===== src/rtl/command_pkg.sv =====
// Shared opcodes, response codes, register indices and parser state for the
// UART command register file.
package command_pkg;

  localparam logic [7:0] CMD_PING     = 8'h01;
  localparam logic [7:0] CMD_READ     = 8'h02;
  localparam logic [7:0] CMD_WRITE    = 8'h03;
  localparam logic [7:0] CMD_ARM      = 8'h04;
  localparam logic [7:0] CMD_DISARM   = 8'h05;
  localparam logic [7:0] CMD_READ_ALL = 8'h06;
  localparam logic [7:0] CMD_STATUS   = 8'h07;

  localparam logic [7:0] RESP_ACK  = 8'hAA;
  localparam logic [7:0] RESP_NACK = 8'hFF;

  localparam int REG_CLKEDGES   = 0;
  localparam int REG_IOEDGES    = 1;
  localparam int REG_NSEDGES    = 2;
  localparam int REG_PULSEWIDTH = 3;

  typedef enum logic [1:0] {
    ST_IDLE      = 2'd0,
    ST_WAITPARAM = 2'd1,
    ST_WAITDATA  = 2'd2,
    ST_STREAM    = 2'd3
  } parser_state_t;

  function automatic logic [7:0] status_byte(input logic armed, input logic ovf,
                                             input logic rx_ovr);
    return {armed, ovf, rx_ovr, 5'b0_0000};
  endfunction

endpackage


===== src/rtl/command_regfile_resp_fifo.sv =====
// Show-ahead byte FIFO for response bytes; the head is always visible and a
// push into a full FIFO is only accepted when a pop happens in the same cycle.
module resp_fifo #(
  parameter int WIDTH = 8,
  parameter int DEPTH = 8
) (
  input  logic             clk,
  input  logic             rst,
  input  logic             push,
  input  logic [WIDTH-1:0] push_data,
  input  logic             pop,
  output logic [WIDTH-1:0] head,
  output logic             empty,
  output logic             full,
  output logic             ovf
);

  localparam int AW = (DEPTH > 1) ? $clog2(DEPTH) : 1;

  logic [AW:0]      wr_ptr_q, wr_ptr_d;
  logic [AW:0]      rd_ptr_q, rd_ptr_d;
  logic [WIDTH-1:0] mem_q [DEPTH];
  logic [WIDTH-1:0] mem_d [DEPTH];
  logic             do_pop;
  logic             do_push;

  assign empty   = (wr_ptr_q == rd_ptr_q);
  assign full    = (wr_ptr_q[AW] != rd_ptr_q[AW]) && (wr_ptr_q[AW-1:0] == rd_ptr_q[AW-1:0]);
  assign do_pop  = pop && !empty;
  assign do_push = push && (!full || do_pop);
  assign ovf     = push && full && !do_pop;
  assign head    = mem_q[rd_ptr_q[AW-1:0]];

  always_comb begin
    mem_d    = mem_q;
    wr_ptr_d = wr_ptr_q;
    rd_ptr_d = rd_ptr_q;
    if (do_push) begin
      mem_d[wr_ptr_q[AW-1:0]] = push_data;
      wr_ptr_d                = wr_ptr_q + 1'b1;
    end
    if (do_pop) begin
      rd_ptr_d = rd_ptr_q + 1'b1;
    end
  end

  always_ff @(posedge clk or posedge rst) begin
    if (rst) begin
      wr_ptr_q <= '0;
      rd_ptr_q <= '0;
      for (int i = 0; i < DEPTH; i++) begin
        mem_q[i] <= '0;
      end
    end else begin
      wr_ptr_q <= wr_ptr_d;
      rd_ptr_q <= rd_ptr_d;
      mem_q    <= mem_d;
    end
  end

endmodule


===== src/rtl/command_regfile.sv =====
// Host command parser owning the glitch-timing register bank, the arm flag and
// the response byte stream toward the UART transmitter.
module command_regfile
  import command_pkg::*;
#(
  parameter int NUM_REGS       = 4,
  parameter int REG_BYTES      = 4,
  parameter int RESP_DEPTH     = 8,
  parameter int TIMEOUT_CYCLES = 1000000
) (
  input  logic                            clk,
  input  logic                            rst,
  input  logic                            rx_valid,
  input  logic [7:0]                      rx_byte,
  input  logic                            tx_ready,
  output logic                            tx_valid,
  output logic [7:0]                      tx_byte,
  output logic                            armed,
  output logic [NUM_REGS*REG_BYTES*8-1:0] regs_flat
);

  localparam int RIW = (NUM_REGS > 1) ? $clog2(NUM_REGS) : 1;
  localparam int BIW = (REG_BYTES > 1) ? $clog2(REG_BYTES) : 1;
  localparam int TW  = $clog2(TIMEOUT_CYCLES) + 1;

  parser_state_t  state_q, state_d;
  logic [7:0]     opcode_q, opcode_d;
  logic [7:0]     param_q, param_d;
  logic [RIW-1:0] sel_q, sel_d;
  logic [BIW-1:0] bcnt_q, bcnt_d;
  logic [TW-1:0]  tmo_q, tmo_d;
  logic           armed_q, armed_d;
  logic           ovf_q, ovf_d;
  logic           rx_ovr_q, rx_ovr_d;
  logic [7:0]     regs_q [NUM_REGS][REG_BYTES];
  logic [7:0]     regs_d [NUM_REGS][REG_BYTES];

  logic           push;
  logic [7:0]     push_data;
  logic           status_clr;
  logic           fifo_empty;
  logic           fifo_full;
  logic           fifo_ovf;
  logic           waiting;
  logic           tmo_expired;
  logic           rd_ok;
  logic           wr_ok;

  resp_fifo #(
    .WIDTH (8),
    .DEPTH (RESP_DEPTH)
  ) u_resp_fifo (
    .clk       (clk),
    .rst       (rst),
    .push      (push),
    .push_data (push_data),
    .pop       (tx_ready),
    .head      (tx_byte),
    .empty     (fifo_empty),
    .full      (fifo_full),
    .ovf       (fifo_ovf)
  );

  assign tx_valid = !fifo_empty;
  assign armed    = armed_q;

  // Register/byte fields are compared one bit wider so NUM_REGS or REG_BYTES of 16 still work.
  assign rd_ok = (param_q < 8'(NUM_REGS)) && (rx_byte < 8'(REG_BYTES));
  assign wr_ok = ({1'b0, param_q[7:4]} < 5'(NUM_REGS)) && ({1'b0, param_q[3:0]} < 5'(REG_BYTES));

  assign waiting     = (state_q == ST_WAITPARAM) || (state_q == ST_WAITDATA);
  assign tmo_expired = (tmo_q == TW'(TIMEOUT_CYCLES - 1));

  always_comb begin
    tmo_d = tmo_q + 1'b1;
    if (rx_valid || !waiting || tmo_expired) begin
      tmo_d = '0;
    end
  end

  always_comb begin
    ovf_d = (ovf_q && !status_clr) || fifo_ovf;
  end

  always_comb begin
    state_d    = state_q;
    opcode_d   = opcode_q;
    param_d    = param_q;
    sel_d      = sel_q;
    bcnt_d     = bcnt_q;
    regs_d     = regs_q;
    armed_d    = armed_q;
    rx_ovr_d   = rx_ovr_q;
    status_clr = 1'b0;
    push       = 1'b0;
    push_data  = 8'h00;
    case (state_q)
      ST_IDLE: begin
        if (rx_valid) begin
          case (rx_byte)
            CMD_PING: begin
              push      = 1'b1;
              push_data = RESP_ACK;
            end
            CMD_ARM: begin
              armed_d   = 1'b1;
              push      = 1'b1;
              push_data = RESP_ACK;
            end
            CMD_DISARM: begin
              armed_d   = 1'b0;
              push      = 1'b1;
              push_data = RESP_ACK;
            end
            CMD_STATUS: begin
              push       = 1'b1;
              push_data  = status_byte(armed_q, ovf_q, rx_ovr_q);
              status_clr = 1'b1;
              rx_ovr_d   = 1'b0;
            end
            CMD_READ, CMD_WRITE, CMD_READ_ALL: begin
              opcode_d = rx_byte;
              state_d  = ST_WAITPARAM;
            end
            default: begin
              push      = 1'b1;
              push_data = RESP_NACK;
            end
          endcase
        end
      end
      ST_WAITPARAM: begin
        if (rx_valid) begin
          if (opcode_q == CMD_READ_ALL) begin
            if (rx_byte < 8'(NUM_REGS)) begin
              sel_d   = rx_byte[RIW-1:0];
              bcnt_d  = '0;
              state_d = ST_STREAM;
            end else begin
              push      = 1'b1;
              push_data = RESP_NACK;
              state_d   = ST_IDLE;
            end
          end else begin
            param_d = rx_byte;
            state_d = ST_WAITDATA;
          end
        end else if (tmo_expired) begin
          state_d = ST_IDLE;
        end
      end
      ST_WAITDATA: begin
        if (rx_valid) begin
          state_d   = ST_IDLE;
          push      = 1'b1;
          push_data = RESP_NACK;
          if (opcode_q == CMD_READ) begin
            if (rd_ok) begin
              push_data = regs_q[param_q[RIW-1:0]][rx_byte[BIW-1:0]];
            end
          end else if (wr_ok) begin
            regs_d[param_q[4 +: RIW]][param_q[BIW-1:0]] = rx_byte;
            push_data = RESP_ACK;
          end
        end else if (tmo_expired) begin
          state_d = ST_IDLE;
        end
      end
      ST_STREAM: begin
        // No writes can land while streaming, so reading live registers equals sampling at entry.
        push      = 1'b1;
        push_data = regs_q[sel_q][bcnt_q];
        if (bcnt_q == BIW'(REG_BYTES - 1)) begin
          state_d = ST_IDLE;
        end else begin
          bcnt_d = bcnt_q + 1'b1;
        end
        if (rx_valid) begin
          rx_ovr_d = 1'b1;
        end
      end
      default: state_d = ST_IDLE;
    endcase
  end

  always_ff @(posedge clk or posedge rst) begin
    if (rst) begin
      state_q  <= ST_IDLE;
      opcode_q <= '0;
      param_q  <= '0;
      sel_q    <= '0;
      bcnt_q   <= '0;
      tmo_q    <= '0;
      armed_q  <= 1'b0;
      ovf_q    <= 1'b0;
      rx_ovr_q <= 1'b0;
      for (int r = 0; r < NUM_REGS; r++) begin
        for (int b = 0; b < REG_BYTES; b++) begin
          regs_q[r][b] <= '0;
        end
      end
    end else begin
      state_q  <= state_d;
      opcode_q <= opcode_d;
      param_q  <= param_d;
      sel_q    <= sel_d;
      bcnt_q   <= bcnt_d;
      tmo_q    <= tmo_d;
      armed_q  <= armed_d;
      ovf_q    <= ovf_d;
      rx_ovr_q <= rx_ovr_d;
      regs_q   <= regs_d;
    end
  end

  for (genvar gi = 0; gi < NUM_REGS; gi++) begin : g_reg
    for (genvar gj = 0; gj < REG_BYTES; gj++) begin : g_byte
      assign regs_flat[(gi*REG_BYTES + gj)*8 +: 8] = regs_q[gi][gj];
    end
  end

endmodule


===== config.mk =====
export PLATFORM = sky130hd
export DESIGN_NAME = command_regfile
export DESIGN_NICKNAME = d
export VERILOG_FILES = /design/src/rtl/command_pkg.sv /design/src/rtl/command_regfile_resp_fifo.sv /design/src/rtl/command_regfile.sv
export SDC_FILE = /design/constraint.sdc
export NUM_CORES = 1
export LEC_CHECK = 0
export BUFFER_PORTS_ARGS = -buffer_cell sky130_fd_sc_hd__buf_4
export CORE_MARGIN = 8
export CORE_UTILIZATION = 60
export DETAILED_ROUTE_END_ITERATION = 10
export GPL_ROUTABILITY_DRIVEN = 0
export PLACE_DENSITY = 0.82
export SETUP_SLACK_MARGIN = 0.5
export SYNTH_ARGS = -nofsm -noshare
export SYNTH_HDL_FRONTEND = slang
export SYNTH_SLANG_ARGS = --single-unit

===== constraint.sdc =====
create_clock -name clk -period 14.68 [get_ports clk]
set_clock_uncertainty 0.1 [all_clocks]
set_input_delay 0.734 -clock clk [delete_from_list [all_inputs] [get_ports clk]]
set_output_delay 0.734 -clock clk [all_outputs]
set_load 0.005 [all_outputs]

### Word level (Yosys, flattened, before mapping)

Cells that the tools add are included.

* flip-flop bits (word level): 246
* input port bits: 12
* output and inout port bits: 138
* word-level logic and storage cells: 186

* add/subtract/negate cells: 4
* magnitude comparators: 14
* equality and inequality tests: 26
* mux-type cells: 63
* bitwise gates (word level): 9
* reduce and logical (&&, ||, !) cells: 35

Operators by type and width (number)
* $mux W32: 5
* $bmux W32 S2: 2
* $bwmux W128: 1
* $mux W8: 15
* $bwmux W64: 1
* $demux W32 S2: 1
* $eq A8 B3 Y1 const B: 5
* $bmux W8 S2: 2
* $pmux W8 S4: 1
* $bmux W8 S3: 1
* $demux W8 S3: 1
* $eq A8 B2 Y1 const B: 3
* $mux W2: 12
* $pmux W8 S3: 1
* $add A21 B1 Y21 const B: 1
* $eq A21 B20 Y1 const B: 1
* $mux W21: 1
* $demux W8 S2: 1
* $lt A8 B3 Y1 const B: 2
* $ge A3 B3 Y1 const B: 5
* $not A2 Y3: 5
* $mux W1: 12
* $ne A2 B2 Y1 const B: 6
* $reduce_and A3 Y1: 4
* 28 further kinds: 62

### Longest topological paths before layout

* depth in word-level cells: 12
* gate-level depth with buffers: 9
* depth with buffers taken out: 8

### Hierarchy

A second synthesis with hierarchy kept.

* cells, all modules: 943
* area, all modules: 12873.6 µm²

Modules (own cells, without submodules)
* command_regfile: instances 1, cells an instance 724, area an instance 9411.5 µm², sequential area each 4354.2 µm²
* resp_fifo: instances 1, cells an instance 219, area an instance 3462.1 µm², sequential area each 1801.7 µm²

### Least setup slack after synthesis

No wires, ideal clock.

* path kind: in2reg
* start: in rx_byte[3]
* end: reg u_resp_fifo.mem_q[1] (netlist name)
* library setup time: 0.127 ns
* data arrival time: 2.864 ns
* data required time: 14.453 ns
* slack: 11.589 ns
* cell stages on the path: 8
* buffers on the path: 3
* cell sequence: or4_1 > buf_2 > nand4bb_1 > a311o_1 > buf_2 > o211ai_2 > buf_4 > mux2_1

* longest elaborated chain between the ends: 7
* elaborated cells between the ends (all ways): 28
* those cells by class: order compare: 1; eq/ne: 7; mux: 16; reduce/logical: 4

RTL lines
* start, declared: RTL line command_regfile.sv:14 `input logic [7:0] rx_byte,`
* $lt A8 B3 Y1: RTL line command_regfile.sv:68, command_regfile.sv:135
* $logic_and A1 B1 Y1: RTL line command_regfile.sv:68 `assign rd_ok = (param_q < 8'(NUM_REGS)) && (rx_byte < 8'(REG_BYTES));`
* $mux W8: RTL line command_regfile.sv:158 `if (rd_ok) begin`
* $mux W8: RTL line command_regfile.sv:157 `if (opcode_q == CMD_READ) begin`
* $mux W8: RTL line command_regfile.sv:153 `if (rx_valid) begin`
* $pmux W8 S4: RTL line command_regfile.sv:97 `case (state_q)`
* $bwmux W64: RTL line command_regfile_resp_fifo.sv:39 `mem_d[wr_ptr_q[AW-1:0]] = push_data;`
* end signal, assigned: RTL line command_regfile_resp_fifo.sv:57 `mem_q <= mem_d;`
* end, declared: RTL line command_regfile_resp_fifo.sv:22 `logic [WIDTH-1:0] mem_q [DEPTH];`

Several ways; a longest one is shown, not always the timed one.
A chain may end at the register's enable or synchronous reset.

### Final worst setup path

* start: reg u_resp_fifo.rd_ptr_q[0]
* end: out tx_byte[0]

* longest elaborated chain between the ends: 4

RTL lines
* start, declared: RTL line command_regfile_resp_fifo.sv:21 `logic [AW:0] rd_ptr_q, rd_ptr_d;`
* start signal, assigned: RTL line command_regfile_resp_fifo.sv:56 `rd_ptr_q <= rd_ptr_d;`
* $not A3 Y4 (not written as such): RTL line command_regfile_resp_fifo.sv:32 `assign head = mem_q[rd_ptr_q[AW-1:0]];`
* $bmux W8 S3: RTL line command_regfile_resp_fifo.sv:32
* $mux W8 (not written as such) (2 in series): RTL line command_regfile_resp_fifo.sv:32
* end, declared: RTL line command_regfile.sv:17 `output logic [7:0] tx_byte,`

No other way between the ends. The select of a mux whose other input is x is not followed.

==> metrics.md <==
| Metric | Value |
|---|---|
| Outcome | `finished clean` |
| Worst R2R End | `regs_flat[6]` |
| Share of the synthesized area in the top cell type | `48.2%` |
| Worst r2r path cells | `7` |
| Area growth syn-to-layout | `17.2%` |
| Via count | `9303` |
| Drt pass-1 iters | `6` |
| Post-synth EDFFs | `0` |
| Sequential power share | `40.9%` |
| Mux contribution to synthesized area | `30.2%` |
| Root Driver | `clkbuf_16` |
| Clock power frac | `31.6%` |
| Ys async rst share | `100%` |
| Core area | `21000 um^2` |
| Max-cap viol count | `0` |
| CP endpoint kind | `output pin` |
| # IOs | `150` |
| Post-Syn Area | `12800 um^2` |
| First-pass GRT wire length | `54.1 mm` |
| Compound-Gate Fraction of Synth Area | `6.68%` |
| Yosys cell types | `54` |
| XOR/XNOR Fraction of Synth Area | `1.99%` |
| Post-DR vias/cell | `6.54` |
| DRT antenna net count | `0` |
| Routed wire length | `34.3 mm` |
| Design area | `15000 um^2` |
| Min cycle time layout | `3.56 ns` |
| Width of the die | `162 um` |
| CTS resizes | `0` |
| Fin nets | `1149` |
| Top post-synthesis cells by count | `dfrtp_1 (246), mux2_2 (184), nand2_1 (86), mux4_2 (57), mux2i_1 (49)` |
| Largest family of logic cells by synthesized area | `multiplexers` |
| Die Area | `26200 um^2` |
| Internal power | `0.00153 W` |
| PortBufs | `149` |
| Placed Area | `14000 um^2` |
| CP Class | `flip-flop to output pin` |
| Crit path DAT | `2.73 ns` |
| WL/cell | `24.1 um` |
| Count leader, synth | `dfrtp_1` |
| CP startpoint kind | `flip-flop` |
| TritonCTS clock tree | `done` |
| Total congestion overflow | `0` |
| Power per cell area | `150 nW/um^2` |
| Max FO, Critical Path | `20` |
| Maximum number of pins on one net before global-route repair | `113` |
| Starting density of the core | `60.9%` |
| Final setup viols | `0` |
| Cts bufs inserted | `27` |
| Avg Cell Area, Syn | `12.7 um^2` |
| Syn_nets | `1027` |
| Max Slew Vio Count | `0` |
| Die Span Y | `162 um` |
| Comb power frac | `27.5%` |
| RSZ-0062 raised after global routing | `false` |
| Row count | `53` |
| R2R setup slack | `11.34 ns` |
| Mapped Cells | `1006` |
| Hold_buf cts | `0` |
| Peak VDD IR | `0.000108 V` |
| Synth area leaders | `dfrtp_1 (48%), mux2_2 (16%), mux4_2 (10%)` |
| All-Layer GR Usage | `26.0%` |
| CTS sink cnt | `246` |
| Simple-gate area share of the yosys netlist | `9.46%` |
| Warnings, synthesis | `0` |
| Register area share after synthesis | `48.2%` |
| Layout fillers | `1461` |
| Setup Fix Bufs, Post-CTS | `0` |
| FMAX | `281 MHz` |
| Clk buf depth | `3` |
| CTS H-tree depth | `1` |
| P_sw | `0.000719 W` |
| Final TNS setup | `0 ns` |
| RR Startpoint | `state_q[0]` |
| Worst path required time | `13.85 ns` |
| Synth Flop Type | `dfrtp_1` |
| Hold Fails Final Rpt | `0` |
| DPL Wire Length | `22.9 mm` |
| Initial antenna violation count | `0` |
| DRT iter0 DRCs | `800` |
| Latest clock arrival within the worst-skew pair | `0.56 ns` |
| # DRC | `0` |
| Leak | `6.91 nW` |
| Crit share post-route | `24.3%` |
| Share of layout cells above drive strength 1 | `40.9%` |
| Adder-Cell Fraction of Synth Area | `0.882%` |
| Seq cells post-synth | `246` |
| Post-synth top area cell | `dfrtp_1` |
| Slew @ Worst Pin | `1.31 ns` |
| Vias in the first global route | `9431` |
| Slew Limit Headroom | `12.1%` |
| Worst-path clk slew | `0.06 ns` |
| Hold Crit Class | `input pin to asynchronous set/reset pin` |
| Switching share of total power | `31.9%` |
==> worst max-delay path: stages (launching register included) <==
cell     delay, ns
dfrtp_1       1.13
mux4_2        0.64
mux2_2        0.28
buf_4         0.13
==> sequential cells by signal, summed over array words and instances, names as in the netlist <==
signal                flops
u_resp_fifo.mem_q        64
param_q                   8
armed                     1
tmo_q                    21
regs_flat               128
sel_q                     2
state_q                   2
bcnt_q                    2
ovf_q                     1
rx_ovr_q                  1
u_resp_fifo.rd_ptr_q      4
u_resp_fifo.wr_ptr_q      4
opcode_q                  8
==> routing by layer <==
| layer | global-route usage (%) | share of wire, % |
|---|---|---|
| met2 | 41.5 | 48 |
| met4 | 9.22 | 3.7 |
| met1 | 34.9 | 40 |
| met3 | 5.32 | 8.8 |
| met5 | 0 | 0 |
==> cells by family after synthesis <==
kind of cell,after synthesis
mux,291
flops,246
simple gates,239
compound gates,117
buf+inv,75
xor+xnor,29
fa+ha+maj,9
==> power groups by stage <==
| stage | Sequential (W) | Clock, W | Combinational (W) |
|---|---|---|---|
| after floorplan | 0.000855 | 0 | 0.000505 |
| after global placement | 0.000920 | 0 | 0.000597 |
| after detailed placement | 0.000927 | 0 | 0.000616 |
| after CTS | 0.000918 | 0.000720 | 0.000624 |
| after global routing | 0.000938 | 0.000745 | 0.000678 |
| final | 0.000920 | 0.000711 | 0.000620 |
==> cell type report <==
cell class	instances	area (um^2)	share of cell area, %
inverter	11	48.8	0.326
clock inverter	14	205	1.37
multi-input combinational	685	6280	42.0
timing repair buffer	157	1180	7.88
clock buffer	34	742	4.96
sequential	246	6160	41.2
tap	275	344	2.30
antenna	1	2.50	0.0167
==> metrics by stage <==
step           util [%]  cells  hold WS (ns)  worst slack [ns]  power [W]
6_report           71.4   1423         0.244             11.12    0.00225
3_5_place_dp       66.9   1374         0.367             11.00    0.00154
4_1_cts            71.4   1422         0.278             11.07    0.00226
2_1_floorplan         -   1006         0.343              7.09    0.00136
3_3_place_gp       66.9   1374         0.355             11.06    0.00152
5_1_grt            71.4   1422         0.318             10.93    0.00236
==> worst max path at each step <==
stage | slack [ns] | start | end | cells past startpoint
floorplan | 7.09 | rst | armed | 1
global placement | 11.06 | rx_byte[3] | u_resp_fifo.mem_q[25] | 6
detailed placement | 11.00 | rx_byte[3] | u_resp_fifo.mem_q[3] | 6
CTS | 11.07 | u_resp_fifo.rd_ptr_q[0] | tx_byte[0] | 3
global route | 10.93 | u_resp_fifo.rd_ptr_q[0] | tx_byte[0] | 3
finish | 11.12 | u_resp_fifo.rd_ptr_q[0] | tx_byte[0] | 3
==> layout by cell type (no fill, tap or decap), drive strengths merged, types with 9 or more instances in the layout <==
cell,n
mux2,185
nand3,25
ha,9
mux4,57
nor2b,11
xor2,18
and2,10
o211ai,12
nor2,46
buf,157
nor3,11
o31ai,25
inv,12
xnor2,11
mux2i,49
o21ai,26
and3,9
dfrtp,246
clkbuf,34
a22oi,34
nand2,86
Note: power is estimated with default switching activity, not from simulation.
